## config.mk

```make
export PLATFORM = sky130hd
export DESIGN_NAME = cmp_crossing_detector
export DESIGN_NICKNAME = d
export VERILOG_FILES = /design/src/rtl/cmp_crossing_detector_pkg.sv /design/src/rtl/sat_counter.sv /design/src/rtl/cmp_crossing_detector.sv
export SDC_FILE = /design/constraint.sdc
export NUM_CORES = 1
export LEC_CHECK = 0
export CAP_MARGIN = 20
export CORE_UTILIZATION = 51
export DETAILED_ROUTE_END_ITERATION = 10
export GPL_TIMING_DRIVEN = 0
export PLACE_DENSITY = 0.78
export SYNTH_ARGS = -nofsm -noshare
export SYNTH_HDL_FRONTEND = slang
export SYNTH_SLANG_ARGS = --single-unit
```

## constraint.sdc

```tcl
create_clock -name clk -period 2.8 [get_ports clk]
set_input_delay 0.7 -clock clk [delete_from_list [all_inputs] [get_ports clk]]
set_output_delay 0.7 -clock clk [all_outputs]
set_load 0.05 [all_outputs]
```

## src/rtl/cmp_crossing_detector_pkg.sv

```systemverilog
`default_nettype none
// +-----------------------------------------------------------------+
// | cmp_pkg : shared state encoding and l/e/g decode for cmp chain  |
// | Rev 1.0                                                         |
// +-----------------------------------------------------------------+
package cmp_pkg;

  typedef enum logic [1:0] {
    CMP_LOW  = 2'd0,
    CMP_EQ   = 2'd1,
    CMP_HIGH = 2'd2,
    CMP_INIT = 2'd3
  } cmp_state_t;

  typedef struct packed {
    logic       legal;
    cmp_state_t st;
  } cmp_dec_t;

  // Input ordered {l,e,g}; exactly one-hot codes are meaningful.
  function automatic cmp_dec_t cmp_decode(input logic [2:0] leg);
    cmp_dec_t d;
    d.legal = 1'b1;
    d.st    = CMP_INIT;
    case (leg)
      3'b100:  d.st = CMP_LOW;
      3'b010:  d.st = CMP_EQ;
      3'b001:  d.st = CMP_HIGH;
      default: d.legal = 1'b0;
    endcase
    return d;
  endfunction

endpackage
`default_nettype wire

```

## src/rtl/sat_counter.sv

```systemverilog
`default_nettype none
// +-----------------------------------------------------------------+
// | sat_counter : up-counter that holds at all-ones, clear priority |
// | Rev 1.0                                                         |
// +-----------------------------------------------------------------+
module sat_counter #(
  parameter int W = 8
) (
  input  logic         clk,
  input  logic         rst_n,
  input  logic         inc,
  input  logic         clr,
  output logic [W-1:0] count
);

  localparam logic [W-1:0] c_MAX = {W{1'b1}};

  logic [W-1:0] r_count;

  always_ff @(posedge clk or negedge rst_n) begin
    if (!rst_n) begin
      r_count <= '0;
    end else if (clr) begin
      r_count <= '0;
    end else if (inc && (r_count != c_MAX)) begin
      r_count <= r_count + W'(1);
    end
  end

  assign count = r_count;

endmodule
`default_nettype wire

```

## src/rtl/cmp_crossing_detector.sv

```systemverilog
`default_nettype none
// +-----------------------------------------------------------------+
// | cmp_crossing_detector : hold-filtered threshold crossing pulses |
// | Rev 1.0                                                         |
// +-----------------------------------------------------------------+
module cmp_crossing_detector
  import cmp_pkg::*;
#(
  parameter int HOLD  = 3,
  parameter int CNT_W = 8
) (
  input  logic             clk,
  input  logic             rst_n,
  input  logic             in_valid,
  input  logic             l,
  input  logic             g,
  input  logic             e,
  input  logic             clear,
  output logic [1:0]       state,
  output logic             rise_p,
  output logic             fall_p,
  output logic             eq_p,
  output logic [CNT_W-1:0] event_count,
  output logic             err
);

  localparam int               RUN_W  = $clog2(HOLD + 1);
  localparam logic [RUN_W-1:0] c_HOLD = RUN_W'(HOLD);

  cmp_state_t       r_state;
  cmp_state_t       r_cand;   // CMP_INIT doubles as "no candidate"
  logic [RUN_W-1:0] r_run;
  logic             r_rise;
  logic             r_fall;
  logic             r_eq;
  logic             r_err;

  cmp_dec_t         w_dec;
  logic [RUN_W-1:0] w_run_next;
  logic             w_differs;
  logic             w_accept;

  always_comb begin
    w_dec      = cmp_decode({l, e, g});
    w_run_next = (w_dec.st == r_cand) ? (r_run + RUN_W'(1)) : RUN_W'(1);
    w_differs  = in_valid && w_dec.legal && (r_state != CMP_INIT) &&
                 (w_dec.st != r_state);
    w_accept   = w_differs && (w_run_next == c_HOLD);
  end

  always_ff @(posedge clk or negedge rst_n) begin
    if (!rst_n) begin
      r_state <= CMP_INIT;
      r_cand  <= CMP_INIT;
      r_run   <= '0;
      r_rise  <= 1'b0;
      r_fall  <= 1'b0;
      r_eq    <= 1'b0;
      r_err   <= 1'b0;
    end else begin
      r_rise <= 1'b0;
      r_fall <= 1'b0;
      r_eq   <= 1'b0;

      if (clear) begin
        r_err <= 1'b0;
      end else if (in_valid && !w_dec.legal) begin
        r_err <= 1'b1;
      end

      if (in_valid) begin
        if (!w_dec.legal) begin
          r_run  <= '0;
          r_cand <= CMP_INIT;
        end else if (r_state == CMP_INIT) begin
          r_state <= w_dec.st;
          r_run   <= '0;
          r_cand  <= CMP_INIT;
        end else if (!w_differs) begin
          r_run <= '0;
        end else if (w_accept) begin
          r_state <= w_dec.st;
          r_run   <= '0;
          r_cand  <= CMP_INIT;
          r_rise  <= (w_dec.st == CMP_HIGH);
          r_fall  <= (w_dec.st == CMP_LOW);
          r_eq    <= (w_dec.st == CMP_EQ);
        end else begin
          r_cand <= w_dec.st;
          r_run  <= w_run_next;
        end
      end
    end
  end

  sat_counter #(
    .W (CNT_W)
  ) u_event_cnt (
    .clk   (clk),
    .rst_n (rst_n),
    .inc   (w_accept),
    .clr   (clear),
    .count (event_count)
  );

  assign state  = r_state;
  assign rise_p = r_rise;
  assign fall_p = r_fall;
  assign eq_p   = r_eq;
  assign err    = r_err;

endmodule
`default_nettype wire

```

---- After elaboration in Yosys (flattened, before gate mapping) ----
Cells that the tools add are included.
operators by class
  add/sub/neg operators ................... 2
  $mul .................................... 0
  divide/modulo/power cells ............... 0
  magnitude comparators ................... 0
  equality and inequality tests ........... 12
  shifts and indexed selects .............. 0
  multiplexer cells ....................... 33
  bitwise operators ....................... 0
  reduce and logical (&&, ||, !) cells .... 15
operators by type and width
  operator             count
  $mux 2               12
  $mux 1               18
  $mux 8               2
  $add 8x1->8 const B  1
  $ne 8x8->1 const B   1
  $reduce_bool 2->1    4
  $eq 2x2->1 const B   3
  $logic_and 1x1->1    6
  $pmux 2 s3           1
  $reduce_and 4->1     1
  $eq 3x1->1 const B   1
  $eq 3x2->1 const B   1
  $eq 3x3->1 const B   1
  $ne 3x1->1 const B   1
  $reduce_or 3->1      1
  $add 2x1->2 const B  1
  $eq 2x1->1 const B   1
  $eq 2x2->1           1
  $logic_not 2->1      1
  $ne 2x2->1           1
  $ne 2x2->1 const B   1
  $reduce_and 2->1     1
  $logic_not 1->1      1
word-level totals
  flip-flop bits (word level) ............. 18
  latch bits .............................. 0
  memory bits (writable) .................. 0
  ROM bits ................................ 0
  word-level logic and storage cells ...... 70
  memories kept ........................... 0

---- Depth between registers and ports, before layout ----
  depth in word-level cells ............... 12
  gate-level depth with buffers ........... 7

---- Modules after synthesis ----
From an unflattened synthesis, not the netlist that was laid out.
unflattened totals
  cells, all modules ...................... 117
  area total of the unflattened synthesis .. 1,097.3 sq um
modules (own cells, without submodules)
  module                 times used  cells each  area an instance (sq um)
  cmp_crossing_detector  1           68          633.1
  sat_counter            1           49          464.2

---- Worst setup path before layout ----
OpenSTA, ideal clock, no wires.
  path type ............................... input to register
  from .................................... input port l
  to ...................................... register u_event_cnt.r_count[4], in the netlist u_event_cnt.count[4]
  setup time .............................. 0.128 ns
  arrival ................................. 2.127 ns
  data required time ...................... 2.672 ns
  setup slack ............................. 0.545 ns
  stages on the path ...................... 7
  path buffers ............................ 2
  cell sequence ........................... buf_2 > maj3_1 > a21o_1 > a2bb2oi_2 > buf_4 > nor4_1 > mux2_1
on the way
  cells in the longest elaborated chain, start to end .. 9
  elaborated cells on any way between the ends .. 16
  classes of those cells .................. 6 x eq/ne; 3 x mux; 7 x reduce/logical
RTL lines
  what                                                                RTL line                     source
  start: declaration                                                  cmp_crossing_detector.sv:15  input logic l,
  parallel branches: the longest is 6 deep, another holds $eq 3x1->1  --
  $logic_and 1x1->1 *                                                 cmp_crossing_detector.sv:48  w_accept = w_differs && (w_run_next == c_HOLD);
  $logic_and 1x1->1 *                                                 sat_counter.sv:25            end else if (inc && (r_count != c_MAX)) begin
  $reduce_bool 2->1 (no source line) *                                --
  end signal: assignment                                              sat_counter.sv:26            r_count <= r_count + W'(1);
  end: declaration                                                    sat_counter.sv:18            logic [W-1:0] r_count;
Every way passes the cells marked *.
A chain may end at the register's enable or synchronous reset.

---- Worst setup path after layout ----
  from .................................... input port e
  to ...................................... register u_event_cnt.r_count[6], in the netlist u_event_cnt.count[6]
on the way
  cells in the longest elaborated chain, start to end .. 9
  elaborated cells on any way between the ends .. 16
  classes of those cells .................. 6 x eq/ne; 3 x mux; 7 x reduce/logical
RTL lines
  what                                                                RTL line                     source
  start: declaration                                                  cmp_crossing_detector.sv:17  input logic e,
  parallel branches: the longest is 6 deep, another holds $eq 3x1->1  --
  $logic_and 1x1->1 *                                                 cmp_crossing_detector.sv:48
  $logic_and 1x1->1 *                                                 sat_counter.sv:25
  $reduce_bool 2->1 (no source line) *                                --
Marked as above.

==> flow_summary.toml <==
[routing]
ant_nets = 0
drt_iter0_markers = 21
routed_wl_um = 2420
post_drt_via_cell_ratio = 6.06
routedWlPerCell_um = 14.8
vias = 994
dr.pass1.iters = 4
drcViolationCount = 0

[timing]
slew_viol_final = 0
fin_crit_sh_pct = 96.7
rsz0062_at_grt = "false"
fin_crit_ps = 2710
holdWs_ps = 518
worst_pin_slew_ps = 821
fin_skew_ps = 4.65
slew_headroom_pct = 45.1
finalSetupViolCount = 0
worst_slack_ps = 93.0
hold_viol = 0
max_freq_mhz = 369

[final_layout]
multi_input_area_um2 = 619
drive_above_1_share_pct = 16.1
utilization_pct = 69.4
stdcell_count = 164
fillCellCount = 159
syn_to_final_growth_pct = 24.6
regArea_um2 = 455
nets = 146
n_antenna_cell = 0

[place]
dpl.hpwl_um = 1770
place_congestion = 0.794
place_inst = 160
io_buffers = 20
dp_slack_ps = -246

[global_route]
antenna_found_initial = 0
overflow = 0
grt_max_degree = 19
gr-usage-met3_pct = 4.98
grt.met2_usage_pct = 36.6
grt.total_usage_pct = 23.0
busiest_layer = "met2"
grt_util_met1_pct = 30.2
grt_pass1_wl_um = 4200
grt_pass1_vias = 947

[job]
drv_cap = 0

[worst_hold_path]
whs_path_depth = 1
worstHoldStart = "r_run[1]$_DFFE_PN0P_"
hold_class = "reg -> reg"
worstHoldEndpoint = "r_run[1]$_DFFE_PN0P_"

[yosys]
ys.flop_type = "dfrtp_1"
synthSimpleGateAreaFrac_pct = 28.3
ys_types = 46
avgSynthCellArea_um2 = 9.97
synth_enable_flop_cells = 0
syn_area_mm2 = 0.00113
synth_mux_area_share_pct = 7.00
ys.warnings.count = 0
synth_cells = 113
synth_top_family_by_area = "simple AND/OR/NAND/NOR gates"
synth-async-reset-ratio_pct = 100
syn-num-nets = 121
ys_seq_area_share_pct = 40.4
synth-seq-cells = 18
yosys.area_share.adder_pct = 2.00
synth-xor-area-share_pct = 1.56
synth_compound_area_share_pct = 15.6

[worst_setup_path]
start_kind = "input port"
cp_max_fo = 10
worstSetupEndpointType = "register"
rr_worst_depth = 6
r2r-end = "u_event_cnt.count[6]$_DFFE_PN0P_"
crit_required_ps = 2990
rrSetupSlack_ps = 580
rr_startpoint = "r_cand[0]$_DFFE_PN1P_"
worstSetupPathType = "in -> reg"
cp_data_arrival_time_ps = 2900

[floorplanning]
top_level_ports = 21
die_w_um = 49.0
design.core.area_mm2 = 0.00202
rows = 16
die_h_um = 49.0
initial_core_util_pct = 55.7
die-area_mm2 = 0.00240

[cts]
cts_setup_buffers = 0
cts.clk_slew.worst_paths_ps = 100
cts_tree = "built"
htreeDepth = 1
hold_buffers = 0
cts_buffers = 3
ctsLongestPathBuffers = 2
clkLatencyLatePin_ps = 300
clock-sinks = 18
cts_resized = 0
clockRootBuffer = "clkbuf_4"

[power_and_ir_drop]
p_leak_uw = 0.000549
peakVddDrop_mv = 0.309
power_density_mw_per_mm2 = 387

[status]
status = "completed"
-- how the worst max path moves through the flow --
| stage | startpoint | end | slack (ps) | cells past startpoint |
|---|---|---|---|---|
| floorplan | l | u_event_cnt.count[4]$_DFFE_PN0P_ | 550 | 7 |
| global placement | e | u_event_cnt.count[7]$_DFFE_PN0P_ | -200 | 7 |
| detailed placement | e | u_event_cnt.count[7]$_DFFE_PN0P_ | -250 | 7 |
| CTS | e | u_event_cnt.count[7]$_DFFE_PN0P_ | 80 | 7 |
| global route | e | u_event_cnt.count[4]$_DFFE_PN0P_ | 20 | 7 |
| finish | e | u_event_cnt.count[6]$_DFFE_PN0P_ | 90 | 7 |
-- registers in the layout, summed over array words and instances (netlist names) --
name	cells
eq_p	1
err	1
fall_p	1
r_cand	2
r_run	2
rise_p	1
state	2
u_event_cnt.count	8
-- cell usage after synthesis (2+ instances only) --
cell	n	area (µm²)
mux2_1	6	67.6
a41oi_1	2	17.5
dfrtp_1	14	350
nor3_1	4	20.0
clkbuf_1	2	7.51
o31ai_1	3	22.5
nor4b_1	3	26.3
nor4_1	4	25.0
a21o_1	2	15.0
nand2_1	3	11.3
or3_1	2	12.5
a21oi_1	4	20.0
xnor2_1	2	17.5
nand2b_1	4	25.0
buf_2	3	15.0
nor2_1	13	48.8
nand3_1	3	15.0
inv_1	3	11.3
nor2b_1	6	37.5
dfstp_2	4	105
-- routing by layer --
| layer | vias to the layer above | wire length, µm |
|---|---|---|
| met5 | - | 0 |
| met4 | 0 | 58 |
| met3 | 9 | 95 |
| met2 | 28 | 1190 |
| met1 | 483 | 1080 |
| li1 | 474 | - |
-- critical path, cell delays in order --
cell,delay [ps]
clkdlybuf4s50_1,550
or3b_4,480
o32ai_2,150
o21ai_2,120
buf_2,220
nor4_1,330
mux2_1,360
-- area by class of cell --
class | instances | share of cell area [%]
buffer | 8 | 3.30
clock buffer | 4 | 2.59
inverter | 3 | 0.803
multi-input combinational | 84 | 44.2
sequential | 18 | 32.5
tap | 27 | 2.41
timing repair buffer | 20 | 14.3
-- cells by family (layout without fill, tap and decap cells) --
family,count (synthesis),in the layout
DFF,18,18
muxes,7,7
xor gates and xnor gates,2,2
adders and majority gates,2,2
AOI/OAI and AO/OA,21,21
buffers and inverters,11,35
and+or+nand+nor,52,52
-- power by group --
group | internal [µW] | switching [µW] | total (µW)
registers | 271 | 8.57 | 279
logic | 40.5 | 58.9 | 99.4
clock network | 79.4 | 84.4 | 164
total | 391 | 152 | 542
-- cells in the final DEF, fill, tap and decap left out, types with 4 or more instances in the layout --
cell type | Yosys | layout
clkdlybuf4s50_1 | 0 | 20
dfrtp_1 | 14 | 14
nor2_1 | 13 | 13
nor2b_1 | 6 | 6
mux2_1 | 6 | 6
nand2b_1 | 4 | 4
nor3_1 | 4 | 4
a21oi_1 | 4 | 4
dfstp_2 | 4 | 4
-- stage by stage --
step,area (µm²),power [µW],setup TNS [ps]
floorplan,1130,347,0
global placement,1360,378,-781
detailed placement,1360,382,-1010
CTS,1400,546,0
global route,1400,569,0
finish,1400,542,0
Note: power is estimated with default switching activity, not from simulation.
